<file path="src/rtl/ram_bist_ctrl.sv">
// Fills an inferred simple dual-port RAM with a pattern, reads it back and checks every word.
// Latency: start edge to done cycle is 2*DEPTH+2 cycles; no backpressure, runs to completion once started.
module ram_bist_ctrl #(
  parameter int DATA_W = 8,
  parameter int ADDR_W = 6,
  parameter int ERR_W  = 16
) (
  input  logic              sys_clk,
  input  logic              sys_rst,
  input  logic              start,
  input  logic [1:0]        mode,
  input  logic [DATA_W-1:0] seed,
  input  logic              loop,
  input  logic              inj_en,
  input  logic [ADDR_W-1:0] inj_addr,
  output logic              busy,
  output logic              done,
  output logic              pass,
  output logic [ERR_W-1:0]  err_cnt,
  output logic [ERR_W-1:0]  pass_cnt,
  output logic [ADDR_W-1:0] first_err_addr,
  output logic [DATA_W-1:0] first_err_data,
  output logic              ram_wr_en,
  output logic [ADDR_W-1:0] ram_wr_addr,
  output logic [DATA_W-1:0] ram_wr_data,
  output logic              ram_rd_en,
  output logic [ADDR_W-1:0] ram_rd_addr,
  output logic [DATA_W-1:0] ram_rd_data
);

  localparam int DEPTH = 2 ** ADDR_W;

  typedef enum logic [2:0] {S_IDLE, S_WRITE, S_READ, S_DRAIN, S_DONE} state_t;

  state_t state, state_nxt;

  logic [1:0]        mode_q, mode_nxt;
  logic [DATA_W-1:0] seed_q, seed_nxt;
  logic              inj_en_q, inj_en_nxt;
  logic [ADDR_W-1:0] inj_addr_q, inj_addr_nxt;

  logic              launch;
  logic              new_run;
  logic [ADDR_W-1:0] wr_addr_nxt;
  logic [DATA_W-1:0] wr_data_nxt;
  logic [DATA_W-1:0] exp_dat;
  logic              mismatch;

  logic              cmp_vld;
  logic [ADDR_W-1:0] cmp_addr;
  logic              run_err;
  logic              err_seen;

  logic [DATA_W-1:0] mem [DEPTH];

  function automatic logic [DATA_W-1:0] pattern(input logic [ADDR_W-1:0] a,
                                                 input logic [1:0]        m,
                                                 input logic [DATA_W-1:0] s);
    logic [DATA_W+ADDR_W-1:0] sum;
    logic [DATA_W-1:0]        one;
    int                       sh;
    sum = {{ADDR_W{1'b0}}, s} + {{DATA_W{1'b0}}, a};
    one = {{(DATA_W-1){1'b0}}, 1'b1};
    sh  = int'(a) % DATA_W;
    case (m)
      2'd0:    pattern = sum[DATA_W-1:0];
      2'd1:    pattern = s;
      2'd2:    pattern = a[0] ? ~s : s;
      default: pattern = one << sh;
    endcase
  endfunction

  always_ff @(posedge sys_clk) begin
    if (sys_rst) state <= S_IDLE;
    else         state <= state_nxt;
  end

  always_comb begin
    state_nxt = state;
    launch    = 1'b0;
    case (state)
      S_IDLE:  if (start) begin
                 state_nxt = S_WRITE;
                 launch    = 1'b1;
               end
      S_WRITE: if (ram_wr_addr == '1) state_nxt = S_READ;
      S_READ:  if (ram_rd_addr == '1) state_nxt = S_DRAIN;
      S_DRAIN: state_nxt = S_DONE;
      S_DONE:  state_nxt = loop ? S_WRITE : S_IDLE;
      default: state_nxt = S_IDLE;
    endcase

    new_run      = (state_nxt == S_WRITE) && (state != S_WRITE);
    // The word written on the launch edge must already use the incoming settings.
    mode_nxt     = launch ? mode     : mode_q;
    seed_nxt     = launch ? seed     : seed_q;
    inj_en_nxt   = launch ? inj_en   : inj_en_q;
    inj_addr_nxt = launch ? inj_addr : inj_addr_q;

    wr_addr_nxt = (state == S_WRITE) ? ram_wr_addr + ADDR_W'(1) : '0;
    wr_data_nxt = pattern(wr_addr_nxt, mode_nxt, seed_nxt) ^
                  {{(DATA_W-1){1'b0}}, (inj_en_nxt && (wr_addr_nxt == inj_addr_nxt))};

    exp_dat  = pattern(cmp_addr, mode_q, seed_q);
    mismatch = cmp_vld && (ram_rd_data != exp_dat);
  end

  always_ff @(posedge sys_clk) begin
    if (sys_rst) begin
      busy           <= 1'b0;
      done           <= 1'b0;
      pass           <= 1'b0;
      err_cnt        <= '0;
      pass_cnt       <= '0;
      first_err_addr <= '0;
      first_err_data <= '0;
      ram_wr_en      <= 1'b0;
      ram_wr_addr    <= '0;
      ram_wr_data    <= '0;
      ram_rd_en      <= 1'b0;
      ram_rd_addr    <= '0;
      mode_q         <= '0;
      seed_q         <= '0;
      inj_en_q       <= 1'b0;
      inj_addr_q     <= '0;
      cmp_vld        <= 1'b0;
      cmp_addr       <= '0;
      run_err        <= 1'b0;
      err_seen       <= 1'b0;
    end else begin
      busy      <= (state_nxt == S_WRITE) || (state_nxt == S_READ) || (state_nxt == S_DRAIN);
      done      <= (state_nxt == S_DONE);
      ram_wr_en <= (state_nxt == S_WRITE);
      ram_rd_en <= (state_nxt == S_READ);

      mode_q     <= mode_nxt;
      seed_q     <= seed_nxt;
      inj_en_q   <= inj_en_nxt;
      inj_addr_q <= inj_addr_nxt;

      if (state_nxt == S_WRITE) begin
        ram_wr_addr <= wr_addr_nxt;
        ram_wr_data <= wr_data_nxt;
      end
      if (state_nxt == S_READ)
        ram_rd_addr <= (state == S_READ) ? ram_rd_addr + ADDR_W'(1) : '0;

      // Read data lands one cycle after the address, so the compare tracks a delayed copy.
      cmp_vld  <= ram_rd_en;
      cmp_addr <= ram_rd_addr;

      if (launch) begin
        err_cnt        <= '0;
        pass_cnt       <= '0;
        first_err_addr <= '0;
        first_err_data <= '0;
        err_seen       <= 1'b0;
      end else begin
        if (mismatch) begin
          if (err_cnt != '1) err_cnt <= err_cnt + ERR_W'(1);
          if (!err_seen) begin
            err_seen       <= 1'b1;
            first_err_addr <= cmp_addr;
            first_err_data <= ram_rd_data;
          end
        end
        if (state_nxt == S_DONE) pass_cnt <= pass_cnt + ERR_W'(1);
      end

      if (new_run)       run_err <= 1'b0;
      else if (mismatch) run_err <= 1'b1;

      if (state_nxt == S_DONE) pass <= !(run_err || mismatch);
    end
  end

  // Storage is deliberately reset-free so a reset does not disturb RAM contents.
  always_ff @(posedge sys_clk) begin
    if (ram_wr_en) mem[ram_wr_addr] <= ram_wr_data;
    if (ram_rd_en) ram_rd_data <= mem[ram_rd_addr];
  end

endmodule

</file>
<file path="config.mk">
export PLATFORM = sky130hd
export DESIGN_NAME = ram_bist_ctrl
export DESIGN_NICKNAME = d
export VERILOG_FILES = /design/src/rtl/ram_bist_ctrl.sv
export SDC_FILE = /design/constraint.sdc
export NUM_CORES = 1
export LEC_CHECK = 0
export CAP_MARGIN = 30
export CORE_ASPECT_RATIO = 0.5
export CORE_MARGIN = 5
export CORE_UTILIZATION = 50
export CTS_CLUSTER_DIAMETER = 60
export DETAILED_ROUTE_END_ITERATION = 7
export GPL_TIMING_DRIVEN = 0
export PLACE_DENSITY = 0.68
export SLEW_MARGIN = 40
export SYNTH_ARGS = -nofsm -noshare
export SYNTH_HDL_FRONTEND = slang
export SYNTH_SLANG_ARGS = --single-unit
</file>
<file path="constraint.sdc">
create_clock -name sys_clk -period 10 [get_ports sys_clk]
set_input_delay 3 -clock sys_clk [delete_from_list [all_inputs] [get_ports sys_clk]]
set_output_delay 3 -clock sys_clk [all_outputs]
set_load 0.005 [all_outputs]
</file>
==> results of run 1 <==
[power by group through the flow]
stage | clock [mW] | sequential, mW | combinational, mW
after detailed placement | 0 | 2.96 | 0.221
after CTS | 2.01 | 2.90 | 0.221
after global placement | 0 | 3.01 | 0.151
after floorplan | 0 | 2.96 | 0.0961
final | 1.98 | 2.90 | 0.222
after global routing | 2.13 | 2.90 | 0.239
[logic make-up after synthesis]
group,count (synthesis)
muxes,201
adders and majority gates,18
buffers and inverters,107
AOI/OAI and AO/OA,136
xor gates and xnor gates,39
DFF,620
and+or+nand+nor,356
[Yosys cell counts, drive strengths merged, types with 9 or more instances]
cell type,number,area [um2]
dfxtp,100,2002
a21oi,41,205.2
nor2,142,533.0
xor2,17,148.9
buf,31,158.9
nor3,12,60.06
inv,18,67.57
nand3,33,165.2
o31ai,10,75.07
mux2i,29,290.3
nor2b,21,131.4
edfxtp,520,15610
nand2,69,259.0
clkbuf,57,214.0
ha,16,200.2
nand4,9,56.30
mux4,168,3784
xnor2,22,192.7
and3,11,68.82
nand2b,10,65.06
o21ai,21,105.1
[path summary, 6_finish.rpt]
| check | startpoint | to | slack, ns | depth (start not counted) |
|---|---|---|---|---|
| worst max-delay path | start | ram_wr_data[5] | 3.66 | 14 |
| worst min register to register | first_err_data[0] | first_err_data[0] | 0.47 | 2 |
| worst min-delay path | first_err_data[0] | first_err_data[0] | 0.47 | 2 |
| worst max register to register | state[1] | ram_wr_data[5] | 6.03 | 14 |
[state kept, by name (all words and copies together) (netlist names), 8 cells and up]
| name | cells |
|---|---|
| mem | 512 |
| ram_rd_data | 8 |
| seed_q | 8 |
| pass_cnt | 16 |
| err_cnt | 16 |
| first_err_data | 8 |
| ram_wr_data | 8 |
[final cells by class]
type | count | area (um2)
Fill cell | 3707 | 21110
Sequential cell | 620 | 17650
Clock inverter | 27 | 209.0
Inverter | 19 | 71.32
Tap cell | 690 | 863.3
Clock buffer | 69 | 1436
Multi-Input combinational cell | 750 | 7407
Timing Repair Buffer | 107 | 1152
Buffer | 88 | 397.9
[routing by layer]
layer | up-vias | share of wire [%]
met2 | 661 | 48
met5 | - | 0.044
met1 | 7395 | 41
met4 | 4 | 2.3
li1 | 6190 | -
met3 | 97 | 8.5
[worst register-to-register path, cell delays in order, from the launching register on]
cell,delay (ns)
sky130_fd_sc_hd__dfxtp_1,0.30
sky130_fd_sc_hd__clkbuf_1,0.19
sky130_fd_sc_hd__nor4b_4,0.59
sky130_fd_sc_hd__clkbuf_1,0.61
sky130_fd_sc_hd__a21oi_1,0.28
sky130_fd_sc_hd__inv_2,0.13
sky130_fd_sc_hd__ha_1,0.24
sky130_fd_sc_hd__a21o_1,0.16
sky130_fd_sc_hd__a21oi_1,0.23
sky130_fd_sc_hd__o21bai_1,0.11
sky130_fd_sc_hd__a21oi_1,0.25
sky130_fd_sc_hd__xnor2_1,0.15
sky130_fd_sc_hd__o22ai_1,0.10
sky130_fd_sc_hd__a221oi_1,0.39
sky130_fd_sc_hd__nor3_1,0.10
[through the flow]
step / instance area [um2] / util, % / cells / hold WS, ns / total power, mW
6_report: 29180 / 58.03 / 2370 / 0.4651 / 5.106
5_1_grt: 29180 / 58.03 / 2370 / 0.4911 / 5.275
4_1_cts: 29130 / 57.92 / 2369 / 0.4705 / 5.137
3_5_place_dp: 27480 / 54.65 / 2273 / 0.4555 / 3.178
3_3_place_gp: 27270 / 54.23 / 2265 / 0.4538 / 3.157
2_1_floorplan: 25430 / - / 1477 / 0.4312 / 3.055
==> flow_metrics.py, run 1 <==
metrics = {
    "clock_network": {
        "cts_post_setup_buffers_inserted": 0,
        "cts_hold_repair.buffers": 0,
        "clock-root-buffer": "sky130_fd_sc_hd__clkbuf_16",
        "clk-insertion-delay-late_ns": 0.59,
        "cts-buffers-inserted": 54,
        "htreeDepth": 2,
        "ctsLongestPathBuffers": 3,
        "cts_num_sinks": 620,
        "clock_tree_from_tritoncts": "done",
        "worst_path_clk_slew_ns": 0.06,
        "cts.repair.resized": 0,
    },
    "synthesis": {
        "synth_compound_area_share_pct": 3.690,
        "asyncSetResetFlopFracSynth_pct": 0,
        "yosys_warnings": 0,
        "post_synth_num_cell_types": 76,
        "postSynthRegisterBits": 620,
        "synth_area_per_cell_um2": 17.22,
        "postSynthNetCount": 1516,
        "synthFlopType": "sky130_fd_sc_hd__edfxtp_1",
        "synth_top_family_by_area": "multiplexers",
        "synth_xor_area_share_pct": 1.343,
        "post_synth_mux_area_share_pct": 16.20,
        "synth_enable_flop_cells": 520,
        "simple_gate_portion_of_the_synthesized_area_pct": 6.804,
        "post_synth_fa_ha_maj_area_fraction_pct": 0.9446,
        "synthesis.area_um2": 25430,
        "post_synth_inst_count": 1477,
        "synth_sequential_area_ratio_pct": 69.27,
    },
    "detailed_routing": {
        "drt_wl_total_um": 61800,
        "first_iter_violations": 1464,
        "wire_length_per_cell_um": 26.07,
        "remaining_drc_errors": 0,
        "dr_total_vias": 14350,
        "final_antenna_net_count": 0,
        "via_per_inst": 6.054,
        "drt-pass1-iter-count": 5,
    },
    "floorplanning": {
        "dieWidth_um": 328.9,
        "core_um2": 50290,
        "top_level_ports": 100,
        "floorplan.die_area_um2": 55750,
        "floorplan.die.height_um": 169.5,
        "starting_density_of_the_core_pct": 50.57,
        "placement_rows": 58,
    },
    "power": {
        "power_density_nw_per_um2": 175.0,
        "clock_power_share_pct": 38.8,
        "p_comb_share_pct": 4.4,
        "net-switching-power_mw": 1.101,
        "seqPwrFrac_pct": 56.8,
        "power_leakage_nw": 9.095,
        "ir_drop_v": 0.0001330,
        "power.share.switching_pct": 21.56,
        "p_int_mw": 4.005,
    },
    "global_routing": {
        "grt_max_degree": 54,
        "grt_resource_usage_total_pct": 22.27,
        "global_route.peak_usage_layer": "met2",
        "global_route.usage.met3_pct": 4.401,
        "initial_antenna_violation_count": 2,
        "grt_pass1_vias": 14510,
        "global_route.usage.met1_pct": 31.13,
        "globalRoute.totalOverflow": 0,
        "gr-usage-met2_pct": 37.12,
        "grt_pass1_wl_um": 92720,
    },
    "sta": {
        "grt_setup_unrepaired": "false",
        "postLayoutSetupSlackWorst_ns": 3.664,
        "skew_ns": 0.01260,
        "hold_viol": 0,
        "final.setup.tns_ns": 0,
        "final.min_clock_period_ns": 6.336,
        "timing.slew.headroom_pct": 40.30,
        "finalMaxSlewViolations": 0,
        "timing.final.crit_share_pct": 63.36,
        "max_clock_freq_mhz": 157.8,
        "setup_viol_count_final": 0,
        "worstMarginPinSlew_ns": 0.8929,
    },
    "critical_path": {
        "worst_setup_path_end_kind": "register",
        "critical_path.slowest_cell": "sky130_fd_sc_hd__clkbuf_1",
        "critPathArrivalTime_ns": 6.78,
        "cp_data_required_time_ns": 10.44,
        "path_cells": "clkdlybuf4s50_1, nor4b_4, clkbuf_1, a21oi_1, inv_2, ha_1, a21o_1, a21oi_1, o21bai_1, a21oi_1, xnor2_1, o22ai_1, a221oi_1, nor3_1",
        "most_frequent_cell_on_critical_path": "sky130_fd_sc_hd__a21oi_1",
        "crit_fanout": 10,
        "critical_path_buffers_and_inverters": 3,
        "critPathKind": "in -> reg",
        "slowest_delay_ns": 0.61,
        "critPathTopFamily": "compound AO/OA/AOI/OAI gates",
        "critical_path_startpoint_category": "input port",
    },
    "flow_run": {
        "timing.max_cap.violations": 0,
    },
    "placed_design": {
        "numPortBuffers": 98,
        "gp_congestion": 0.8868,
        "dpl_worst_slack_ns": 3.182,
        "dp_hpwl_um": 42250,
    },
    "cells_and_area": {
        "share_of_cells_above_drive_strength_1_pct": 19.17,
        "antenna_cells": 0,
        "area_growth_pct": 14.76,
        "final_cell_mix": "sky130_fd_sc_hd__edfxtp_1, sky130_fd_sc_hd__mux4_2, sky130_fd_sc_hd__nor2_1, sky130_fd_sc_hd__clkdlybuf4s50_1, sky130_fd_sc_hd__dfxtp_1",
        "finalNetCount": 1679,
        "final_common_cell": "sky130_fd_sc_hd__edfxtp_1",
    },
    "status": {
        "outcome": "finished, final reports clean",
    },
    "min_path": {
        "min_path_type": "reg -> reg",
    },
}
Note: power is estimated with default switching activity, not from simulation.
==> run 2, diff against run 1 <==
--- a/config.mk
+++ b/config.mk
@@ -12,7 +12,7 @@
 export CTS_CLUSTER_DIAMETER = 60
 export DETAILED_ROUTE_END_ITERATION = 7
 export GPL_TIMING_DRIVEN = 0
-export PLACE_DENSITY = 0.68
+export PLACE_DENSITY = 0.7
 export SLEW_MARGIN = 40
 export SYNTH_ARGS = -nofsm -noshare
 export SYNTH_HDL_FRONTEND = slang
==> constraint.sdc (replaced) <==
create_clock -name sys_clk -period 5.62 [get_ports sys_clk]
set_input_delay 1.686 -clock sys_clk [delete_from_list [all_inputs] [get_ports sys_clk]]
set_output_delay 1.686 -clock sys_clk [all_outputs]
set_load 0.005 [all_outputs]
==> run 2 against run 1 <==
  * Setup slack worse by 3.0 ns
  * Global-route usage up 0.30 points
  * Clock skew increased by 0.0045 ns
  * Sequential share of layout area up 0.13 points
  * Total power is 76% higher
  * First-iteration DRC count increased by 13%
  * Wire length rose by 0.99%
  * Cell area shrank 0.21%
  * Via count increased by 0.63%
  * Final cell count is essentially flat
  * Die area stayed put
  * Flip-flop and latch count is the same
==> flow_metrics.py, run 2 (synthesis gave the netlist of run 1 again) <==
metrics = {
    "cells_and_area": {
        "finalNetCount": 1678,
        "final_cell_area_um2": 29120,
        "area_growth_pct": 14.52,
        "largest_register_ff_count": 512,
        "antenna_cells": 0,
        "final_common_cell": "sky130_fd_sc_hd__edfxtp_1",
        "postLayoutCoreUtil_pct": 57.91,
        "register_bank_with_the_most_flops": "mem",
        "final_cell_mix": "sky130_fd_sc_hd__edfxtp_1, sky130_fd_sc_hd__mux4_2, sky130_fd_sc_hd__nor2_1, sky130_fd_sc_hd__clkdlybuf4s50_1, sky130_fd_sc_hd__dfxtp_1",
        "share_of_cells_above_drive_strength_1_pct": 18.59,
        "top_regs": "mem: 512 flops, err_cnt: 16 flops, pass_cnt: 16 flops",
    },
    "critical_path": {
        "cp_data_required_time_ns": 6.08,
        "worst_setup_path_end_kind": "register",
        "timing.rr.start": "state[1]",
        "crit_fanout": 10,
        "critPathKind": "in -> reg",
        "worstSetupStartpoint": "start",
        "critical_path_startpoint_category": "input port",
        "critPathArrivalTime_ns": 5.45,
    },
    "sta": {
        "finalMaxSlewViolations": 0,
        "fin_worst_hold_slack_ns": 0.4700,
        "setup_viol_count_final": 0,
        "timing.final.crit_share_pct": 88.68,
        "timing.slew.headroom_pct": 38.57,
        "final.setup.tns_ns": 0,
        "worstMarginPinSlew_ns": 0.9188,
        "skew_ns": 0.01706,
        "max_clock_freq_mhz": 200.7,
        "final.min_clock_period_ns": 4.984,
        "hold_viol": 0,
        "grt_setup_unrepaired": "false",
    },
    "floorplanning": {
        "placement_rows": 58,
        "dieWidth_um": 328.9,
        "floorplan.die.height_um": 169.5,
        "floorplan.die_area_um2": 55750,
        "core_um2": 50290,
        "top_level_ports": 100,
        "starting_density_of_the_core_pct": 50.57,
    },
    "detailed_routing": {
        "first_iter_violations": 1652,
        "via_per_inst": 6.097,
        "dr_total_vias": 14440,
        "wire_length_per_cell_um": 26.35,
        "final_antenna_net_count": 0,
        "remaining_drc_errors": 0,
        "drt_wl_total_um": 62410,
        "drt-pass1-iter-count": 6,
    },
    "power": {
        "seqPwrFrac_pct": 57.3,
        "p_int_mw": 7.038,
        "p_comb_share_pct": 4.5,
        "power_density_nw_per_um2": 309.0,
        "power.share.switching_pct": 21.79,
        "ir_drop_v": 0.0002616,
        "power_leakage_nw": 9.067,
        "net-switching-power_mw": 1.960,
        "clock_power_share_pct": 38.2,
    },
    "clock_network": {
        "clk-insertion-delay-late_ns": 0.59,
        "cts_post_setup_buffers_inserted": 0,
        "worst_path_clk_slew_ns": 0.07,
        "cts-buffers-inserted": 53,
        "cts_num_sinks": 620,
        "clock-root-buffer": "sky130_fd_sc_hd__clkbuf_16",
        "ctsLongestPathBuffers": 3,
        "htreeDepth": 2,
        "cts.repair.resized": 0,
        "clock_tree_from_tritoncts": "done",
        "cts_hold_repair.buffers": 0,
    },
    "placed_design": {
        "detailed_place.area_um2": 27490,
        "numPortBuffers": 98,
        "dp_hpwl_um": 42430,
        "gp_congestion": 0.8839,
    },
    "global_routing": {
        "globalRoute.totalOverflow": 0,
        "grt_pass1_wl_um": 94150,
        "grt_resource_usage_total_pct": 22.57,
        "grt_pass1_vias": 14630,
        "grt_max_degree": 58,
        "initial_antenna_violation_count": 1,
    },
    "min_path": {
        "worst_hold_startpoint": "first_err_data[0]",
        "min_path_type": "reg -> reg",
    },
    "status": {
        "outcome": "finished, final reports clean",
    },
    "flow_run": {
        "timing.max_cap.violations": 0,
    },
}
[run 2: cell types whose count changed in the layout (fill, tap and decap cells not counted), moves of 2 or more]
cell,change
sky130_fd_sc_hd__nor2_2,-8
sky130_fd_sc_hd__clkinvlp_4,+2
sky130_fd_sc_hd__nor2_1,+8
sky130_fd_sc_hd__clkbuf_4,-2
sky130_fd_sc_hd__inv_6,-2
[run 2: worst paths after layout]
kind,to,slack [ns],depth (start not counted)
max,ram_wr_data[6],0.64,15
min,first_err_data[0],0.47,2
max reg2reg,ram_wr_data[6],1.69,15
min reg2reg,first_err_data[0],0.47,2
[run 2: critical path: stages]
cell	delay, ns
sky130_fd_sc_hd__clkdlybuf4s50_1	0.54
sky130_fd_sc_hd__nor4b_4	0.49
sky130_fd_sc_hd__buf_2	0.39
sky130_fd_sc_hd__mux2i_1	0.33
sky130_fd_sc_hd__inv_1	0.08
sky130_fd_sc_hd__ha_1	0.22
sky130_fd_sc_hd__fa_1	0.44
sky130_fd_sc_hd__a21o_1	0.18
sky130_fd_sc_hd__a21oi_1	0.22
sky130_fd_sc_hd__nor2b_1	0.07
sky130_fd_sc_hd__o21ai_0	0.26
sky130_fd_sc_hd__a31oi_1	0.12
sky130_fd_sc_hd__o21ai_1	0.18
sky130_fd_sc_hd__o311a_1	0.19
sky130_fd_sc_hd__nor3_1	0.05
[run 2: per-stage QoR]
step                      total power, mW  worst slack, ns  cells
after global placement              5.618           0.1542   2265
final                               8.998           0.6363   2368
after floorplan                     5.435            1.111   1477
after CTS                           9.041           0.7469   2367
after global routing                9.282           0.4460   2368
after detailed placement            5.657           0.1336   2273
[run 2: power groups by stage]
stage / clock network, mW / registers [mW] / logic, mW
after floorplan: 0 / 5.26 / 0.171
after global placement: 0 / 5.35 / 0.271
after detailed placement: 0 / 5.26 / 0.400
after CTS: 3.48 / 5.16 / 0.401
after global routing: 3.69 / 5.16 / 0.434
final: 3.44 / 5.16 / 0.403
[run 2: layer usage]
metal  vias to the layer above  part of all wire (%)  GRT usage (%)
met4                         2                   2.2          5.678
met2                       748                    49          37.74
li1                       6195                     -              -
met5                         -                 0.019              0
met3                        96                   9.9          4.984
met1                      7396                    39          30.77
[run 2: layout make-up]
class                   instances  area [um2]
inverters                      19       71.32
fillers                      3660       21170
plain buffers                  88       396.6
well taps                     690       863.3
multi-input cells             750        7392
clock inverters                29       200.2
repair buffers                107        1160
flip-flops and latches        620       17650
clock buffers                  65        1393
